## config.mk

```make
export PLATFORM = sky130hd
export DESIGN_NAME = instr_sequencer
export DESIGN_NICKNAME = d
export VERILOG_FILES = /design/src/rtl/instr_sequencer.sv
export SDC_FILE = /design/constraint.sdc
export NUM_CORES = 1
export LEC_CHECK = 0
export BUFFER_PORTS_ARGS = -buffer_cell sky130_fd_sc_hd__buf_2
export CORE_ASPECT_RATIO = 1.4
export CORE_MARGIN = 2
export CORE_UTILIZATION = 52
export CTS_BUF_LIST = sky130_fd_sc_hd__clkbuf_2
export DETAILED_ROUTE_END_ITERATION = 8
export GPL_TIMING_DRIVEN = 0
export MAX_ROUTING_LAYER = met4
export PLACE_DENSITY = 0.84
export SYNTH_ARGS = -nofsm -noshare
export SYNTH_HDL_FRONTEND = slang
export SYNTH_SLANG_ARGS = --single-unit
```

## constraint.sdc

```tcl
create_clock -name clk -period 1.99 [get_ports clk]
set_input_delay 0.597 -clock clk [delete_from_list [all_inputs] [get_ports clk]]
set_output_delay 0.597 -clock clk [all_outputs]
set_load 0.1 [all_outputs]
```

## src/rtl/instr_sequencer.sv

```systemverilog
// instr_sequencer: multi-cycle FETCH/DECODE/EXEC/MEM sequencer for the 9-bit
// pebble instruction set. It owns the PC and the instruction register, drives
// the register-file write strobe and the data-memory handshake, and halts on
// the done-type branch or on a data-memory timeout.
//
// Optional build macro: INSTR_SEQ_PERF_EN adds 32-bit saturating cycle_count
// and instr_count outputs. Without it those ports do not exist.
module instr_sequencer #(
  parameter int PC_W        = 10,
  parameter int MEM_TIMEOUT = 15   // must be >= 1
) (
  input  logic            clk,
  input  logic            rst_n,
  input  logic            start,
  input  logic [PC_W-1:0] start_pc,
  output logic [PC_W-1:0] imem_addr,
  input  logic [8:0]      imem_rdata,
  output logic [8:0]      ir,
  input  logic            branch_taken,
  input  logic [PC_W-1:0] branch_target,
  output logic            reg_we,
  output logic            mem_req,
  output logic            mem_we,
  input  logic            mem_ack,
  output logic            busy,
  output logic            done,
  output logic            error
`ifdef INSTR_SEQ_PERF_EN
  ,
  output logic [31:0]     cycle_count,
  output logic [31:0]     instr_count
`endif
);

  // Sequencer states.
  localparam logic [2:0] S_IDLE   = 3'd0;
  localparam logic [2:0] S_FETCH  = 3'd1;
  localparam logic [2:0] S_DECODE = 3'd2;
  localparam logic [2:0] S_EXEC   = 3'd3;
  localparam logic [2:0] S_MEM    = 3'd4;
  localparam logic [2:0] S_HALT   = 3'd5;

  // Instruction classes taken from ir[8:7].
  localparam logic [1:0] OP_R   = 2'b00;
  localparam logic [1:0] OP_I   = 2'b01;
  localparam logic [1:0] OP_MEM = 2'b10;

  // The stall counter only needs to reach MEM_TIMEOUT-1; the +1 keeps the
  // width non-zero when MEM_TIMEOUT is 1.
  localparam int               CNT_W      = $clog2(MEM_TIMEOUT + 1);
  localparam logic [CNT_W-1:0] STALL_LAST = CNT_W'(MEM_TIMEOUT - 1);

  logic [2:0]       state;
  logic [2:0]       state_nxt;
  logic [PC_W-1:0]  pc;
  logic [PC_W-1:0]  pc_nxt;
  logic [PC_W-1:0]  pc_inc;
  logic [CNT_W-1:0] stall_cnt;

  logic start_ok;     // start accepted this cycle
  logic mem_done;     // data-memory access completes this cycle
  logic exec_done;    // non-memory instruction leaves EXEC this cycle
  logic timeout_hit;  // last allowed MEM cycle passes without an ack

  // PC increment wraps naturally at 2^PC_W.
  assign pc_inc = pc + PC_W'(1);

  // Event decode shared by next-state logic, flags and counters.
  always_comb begin
    start_ok    = start && ((state == S_IDLE) || (state == S_HALT));
    mem_done    = (state == S_MEM) && mem_ack;
    exec_done   = (state == S_EXEC) && (ir[8:7] != OP_MEM);
    timeout_hit = (state == S_MEM) && !mem_ack && (stall_cnt == STALL_LAST);
  end

  // Next-state and next-PC selection.
  // NOTE: every variable driven here gets a default first so no path can
  // leave it unassigned and infer a latch.
  always_comb begin
    state_nxt = state;
    pc_nxt    = pc;
    case (state)
      S_IDLE, S_HALT: begin
        if (start) begin
          state_nxt = S_FETCH;
          pc_nxt    = start_pc;
        end
      end
      S_FETCH:  state_nxt = S_DECODE;
      S_DECODE: state_nxt = S_EXEC;
      S_EXEC: begin
        case (ir[8:7])
          OP_R, OP_I: begin
            pc_nxt    = pc_inc;
            state_nxt = S_FETCH;
          end
          OP_MEM: state_nxt = S_MEM;
          default: begin
            if (ir[6]) begin
              state_nxt = S_HALT;
            end else begin
              pc_nxt    = branch_taken ? branch_target : pc_inc;
              state_nxt = S_FETCH;
            end
          end
        endcase
      end
      S_MEM: begin
        if (mem_ack) begin
          pc_nxt    = pc_inc;
          state_nxt = S_FETCH;
        end else if (stall_cnt == STALL_LAST) begin
          state_nxt = S_HALT;
        end
      end
      default: state_nxt = S_IDLE;
    endcase
  end

  // State and PC registers.
  // NOTE: sequential state uses non-blocking assignments so every register
  // samples pre-edge values and simulation order cannot change the result.
  always_ff @(posedge clk or negedge rst_n) begin
    if (!rst_n) begin
      state <= S_IDLE;
      pc    <= '0;
    end else begin
      state <= state_nxt;
      pc    <= pc_nxt;
    end
  end

  // Instruction register captures the ROM word at the end of DECODE.
  always_ff @(posedge clk or negedge rst_n) begin
    if (!rst_n) begin
      ir <= '0;
    end else if (state == S_DECODE) begin
      ir <= imem_rdata;
    end
  end

  // MEM stall counter; held at zero outside MEM so it starts clean on entry.
  always_ff @(posedge clk or negedge rst_n) begin
    if (!rst_n) begin
      stall_cnt <= '0;
    end else if (state != S_MEM) begin
      stall_cnt <= '0;
    end else if (!mem_ack && (stall_cnt != STALL_LAST)) begin
      stall_cnt <= stall_cnt + CNT_W'(1);
    end
  end

  // Sticky timeout flag, cleared only by an accepted start.
  always_ff @(posedge clk or negedge rst_n) begin
    if (!rst_n) begin
      error <= 1'b0;
    end else if (start_ok) begin
      error <= 1'b0;
    end else if (timeout_hit) begin
      error <= 1'b1;
    end
  end

  // Registered done flag, rising on the HALT-entry edge.
  always_ff @(posedge clk or negedge rst_n) begin
    if (!rst_n) begin
      done <= 1'b0;
    end else begin
      done <= (state_nxt == S_HALT);
    end
  end

  // Combinational outputs derived from state and ir; mem_req falls with the
  // asynchronous state reset.
  always_comb begin
    imem_addr = pc;
    busy      = (state == S_FETCH) || (state == S_DECODE) ||
                (state == S_EXEC)  || (state == S_MEM);
    mem_req   = (state == S_MEM);
    mem_we    = (state == S_MEM) && !ir[6];
    reg_we    = ((state == S_EXEC) && !ir[8]) || (mem_done && ir[6]);
  end

`ifdef INSTR_SEQ_PERF_EN
  // Saturating busy-cycle and completed-instruction counters.
  always_ff @(posedge clk or negedge rst_n) begin
    if (!rst_n) begin
      cycle_count <= '0;
      instr_count <= '0;
    end else if (start_ok) begin
      cycle_count <= '0;
      instr_count <= '0;
    end else begin
      if (busy && (cycle_count != '1)) begin
        cycle_count <= cycle_count + 32'd1;
      end
      if ((exec_done || mem_done) && (instr_count != '1)) begin
        instr_count <= instr_count + 32'd1;
      end
    end
  end
`endif

endmodule

```

==> flow_summary.yaml <==
run_status:
  status: "finished with violations"
  violations: "setup timing"
critical_path:
  cp_cell_sequence: "and2b_4 -> nand2b_4 -> inv_8 -> nand3_4 -> o21ai_4 -> buf_12"
  r2r_end: "imem_addr[1]"
  cp.buffers_inverters: 2
  rr_worst_depth: 9
  reg2reg_from: "state[2]"
  worstSetupPathType: "flip-flop to output pin"
  slowest_stage: "dfrtp_1"
  path_depth: 6
  cp-end-kind: "output pin"
  cp-endpoint: "reg_we"
  cp-start-kind: "flip-flop"
  critical-path-max-stage-delay_ns: 0.44
  cp_data_arrival_time_ns: 1.59
  critPathMaxFanout: 4
  startpoint: "state[0]"
  rrSetupSlack_ns: 0.05
  worstPathRequired_ns: 1.39
  crit_family: "flip-flops"
yosys:
  synth-seq-cells: 28
  syn_avg_cell_area_sq_um: 9.90
  synthFlopType: "dfrtp_1"
  yosys_warnings: 0
  synth-seq-area-share_pct: 40.5
  synth-edff-count: 0
  synth_area_sq_um: 1730
  synthDistinctLibCells: 48
  ys_async_sr_fraction_pct: 100
  syn_nets: 212
  syn_inst: 175
placement:
  post-place-cells: 272
  port-buffer-count: 58
  place_area_sq_um: 2120
  gp_congestion: 0.853
  hpwlAfterDp_mm: 3.18
flow_run:
  drv_cap: 0
timing:
  clock.fmax_mhz: 457
  fin_crit_sh_pct: 110
  setup_violations: 4
  grt_setup_unrepaired: "true"
  hold_ws_ns: 0.193
  fin_ws_ns: -0.197
  fin_worst_skew_ns: 0.00372
  slew_headroom_pct: 57.4
  layout_min_cycle_time_ns: 2.19
  report.final.slew_viol_count: 0
  finalHoldViolCount: 0
  tightest_slew_ns: 0.639
global_routing:
  grt_max_degree: 29
  grt_overflow_total: 0
  antenna_found_initial: 0
  grt_pass1_vias: 1647
  grt_pass1_wl_mm: 7.53
  grtUsageTotal_pct: 26.8
clocking:
  hold_buffers: 0
  cts.sinks: 28
  clk_latency_ns: 0.37
  cts_tree: "done"
  root_buffer: "clkbuf_2"
  htree_levels: 1
  path_clk_slew_ns: 0.27
  cts_buffers: 3
  cts_buffer_depth: 2
floorplan:
  die_area_sq_um: 3810
  core_sq_um: 3150
  io_pins: 59
  die_h_um: 72.3
  start_util_pct: 54.9
  rows: 24
  fp.dieW_um: 52.8
finish:
  n_antenna_cell: 0
  layout.cells.non_filler: 291
  drive_above_1_share_pct: 50.0
  syn_to_final_growth_pct: 39.5
  final_nets: 290
  fin_area_sq_um: 2410
route:
  avgViaCountPerCell: 5.97
  postRouteAntennaNets: 0
  wirelength_mm: 4.73
  wl_per_cell_um: 16.3
  drc: 0
  num_vias: 1736
  firstDrtPassIters: 5
  drtIter0Drc: 75
min_path:
  hold_path_class: "input pin to asynchronous set/reset pin"
## through the flow
step	setup TNS (ns)	utilization [%]	worst slack [ns]
3_3_place_gp	-0.251	67.2	-0.193
3_5_place_dp	-0.274	67.2	-0.203
5_1_grt	-0.951	76.6	-0.304
4_1_cts	-0.889	75.1	-0.266
6_report	-0.509	76.6	-0.197
2_1_floorplan	-0.154	-	-0.154
## logic make-up after synthesis
logic type | Yosys count | synth area share, %
AOI/OAI and AO/OA | 50 | 20.6
xor gates and xnor gates | 6 | 3.03
adders and majority gates | 3 | 2.17
buffers and inverters | 16 | 6.36
DFF | 28 | 40.5
muxes | 13 | 9.25
and+or+nand+nor | 59 | 18.1
## per-layer routing
metal  track usage (%)  share of wire [%]  up-vias
met2              47.9                 55       97
met5                 -                  0        -
li1                  -                  -      794
met4              7.12                1.5        0
met3              2.06                6.5       12
met1              31.8                 37      833
## area by class of cell
class	count	area, sq um
buffer	6	57.6
clock buffer	3	15.0
multi-input combinational	132	1010
timing repair buffer	75	505
sequential	28	712
inverter	7	33.8
clock inverter	1	30.0
fill	223	738
tap	39	48.8
## cells in the mapped netlist, types with 2 or more instances
| cell | number | area, sq um |
|---|---|---|
| a32oi_1 | 3 | 26.3 |
| o21ai_2 | 4 | 35.0 |
| o21ai_0 | 19 | 95.1 |
| nand4_1 | 2 | 12.5 |
| o21ai_1 | 4 | 20.0 |
| buf_6 | 6 | 67.6 |
| nor4_1 | 3 | 18.8 |
| a221oi_1 | 2 | 17.5 |
| xnor2_1 | 4 | 35.0 |
| nor2b_1 | 2 | 12.5 |
| ha_1 | 3 | 37.5 |
| nand3_1 | 6 | 30.0 |
| and2_1 | 2 | 12.5 |
| nor3b_1 | 3 | 22.5 |
| inv_1 | 6 | 22.5 |
| buf_2 | 2 | 10.0 |
| a31oi_1 | 2 | 12.5 |
| nor2_1 | 18 | 67.6 |
| mux2_2 | 10 | 113 |
| dfrtp_1 | 28 | 701 |
| a32o_1 | 3 | 30.0 |
| nor3_1 | 3 | 15.0 |
| xor2_1 | 2 | 17.5 |
| nand2_1 | 10 | 37.5 |
| a21oi_1 | 5 | 25.0 |
## worst reg2reg max path: cells and delay by family, from the launching register on
kind                   cells  cell delay (ns)
AO/OA/AOI/OAI              2             0.24
buffers and inverters      4             0.50
flip-flops                 1             0.47
multiplexers               1             0.27
AND/OR/NAND/NOR            2             0.40
## worst min path at each step
stage,from,endpoint,slack (ns),cells past startpoint
global placement,ir[0],ir[0],0.49,1
finish,rst_n,done,0.19,1
CTS,rst_n,error,0.21,1
global route,rst_n,done,0.20,1
floorplan,rst_n,done,0.30,0
detailed placement,ir[2],ir[2],0.50,1
## state kept, by name, indices dropped and copies added, names as in the netlist
signal	count
done	1
error	1
imem_addr	10
ir	9
stall_cnt	4
state	3
## cell usage in the layout, fill, tap and decap left out, drive strengths merged, types with 3 or more instances in the layout
master  Yosys  final
nand2      10     10
nor2       19     20
mux2       11     11
inv         7      7
nor3        3      3
nor4        3      3
nand3       6      6
clkbuf      1      7
ha          3      3
a21oi       6      6
o21ai      27     27
a32o        3      3
dfrtp      28     28
buf         8     77
nor3b       3      3
xnor2       4      4
a32oi       3      3
## timing repair
item,CTS,global route
gates resized for setup,38,11
cloned,0,2
setup buffers,12,4
pin swaps,4,3
endpoints found under the setup margin,4,18
Power is left out: the tool's default activity adds up to more than one toggle a clock period on the data nets, which glitch-free logic cannot reach.
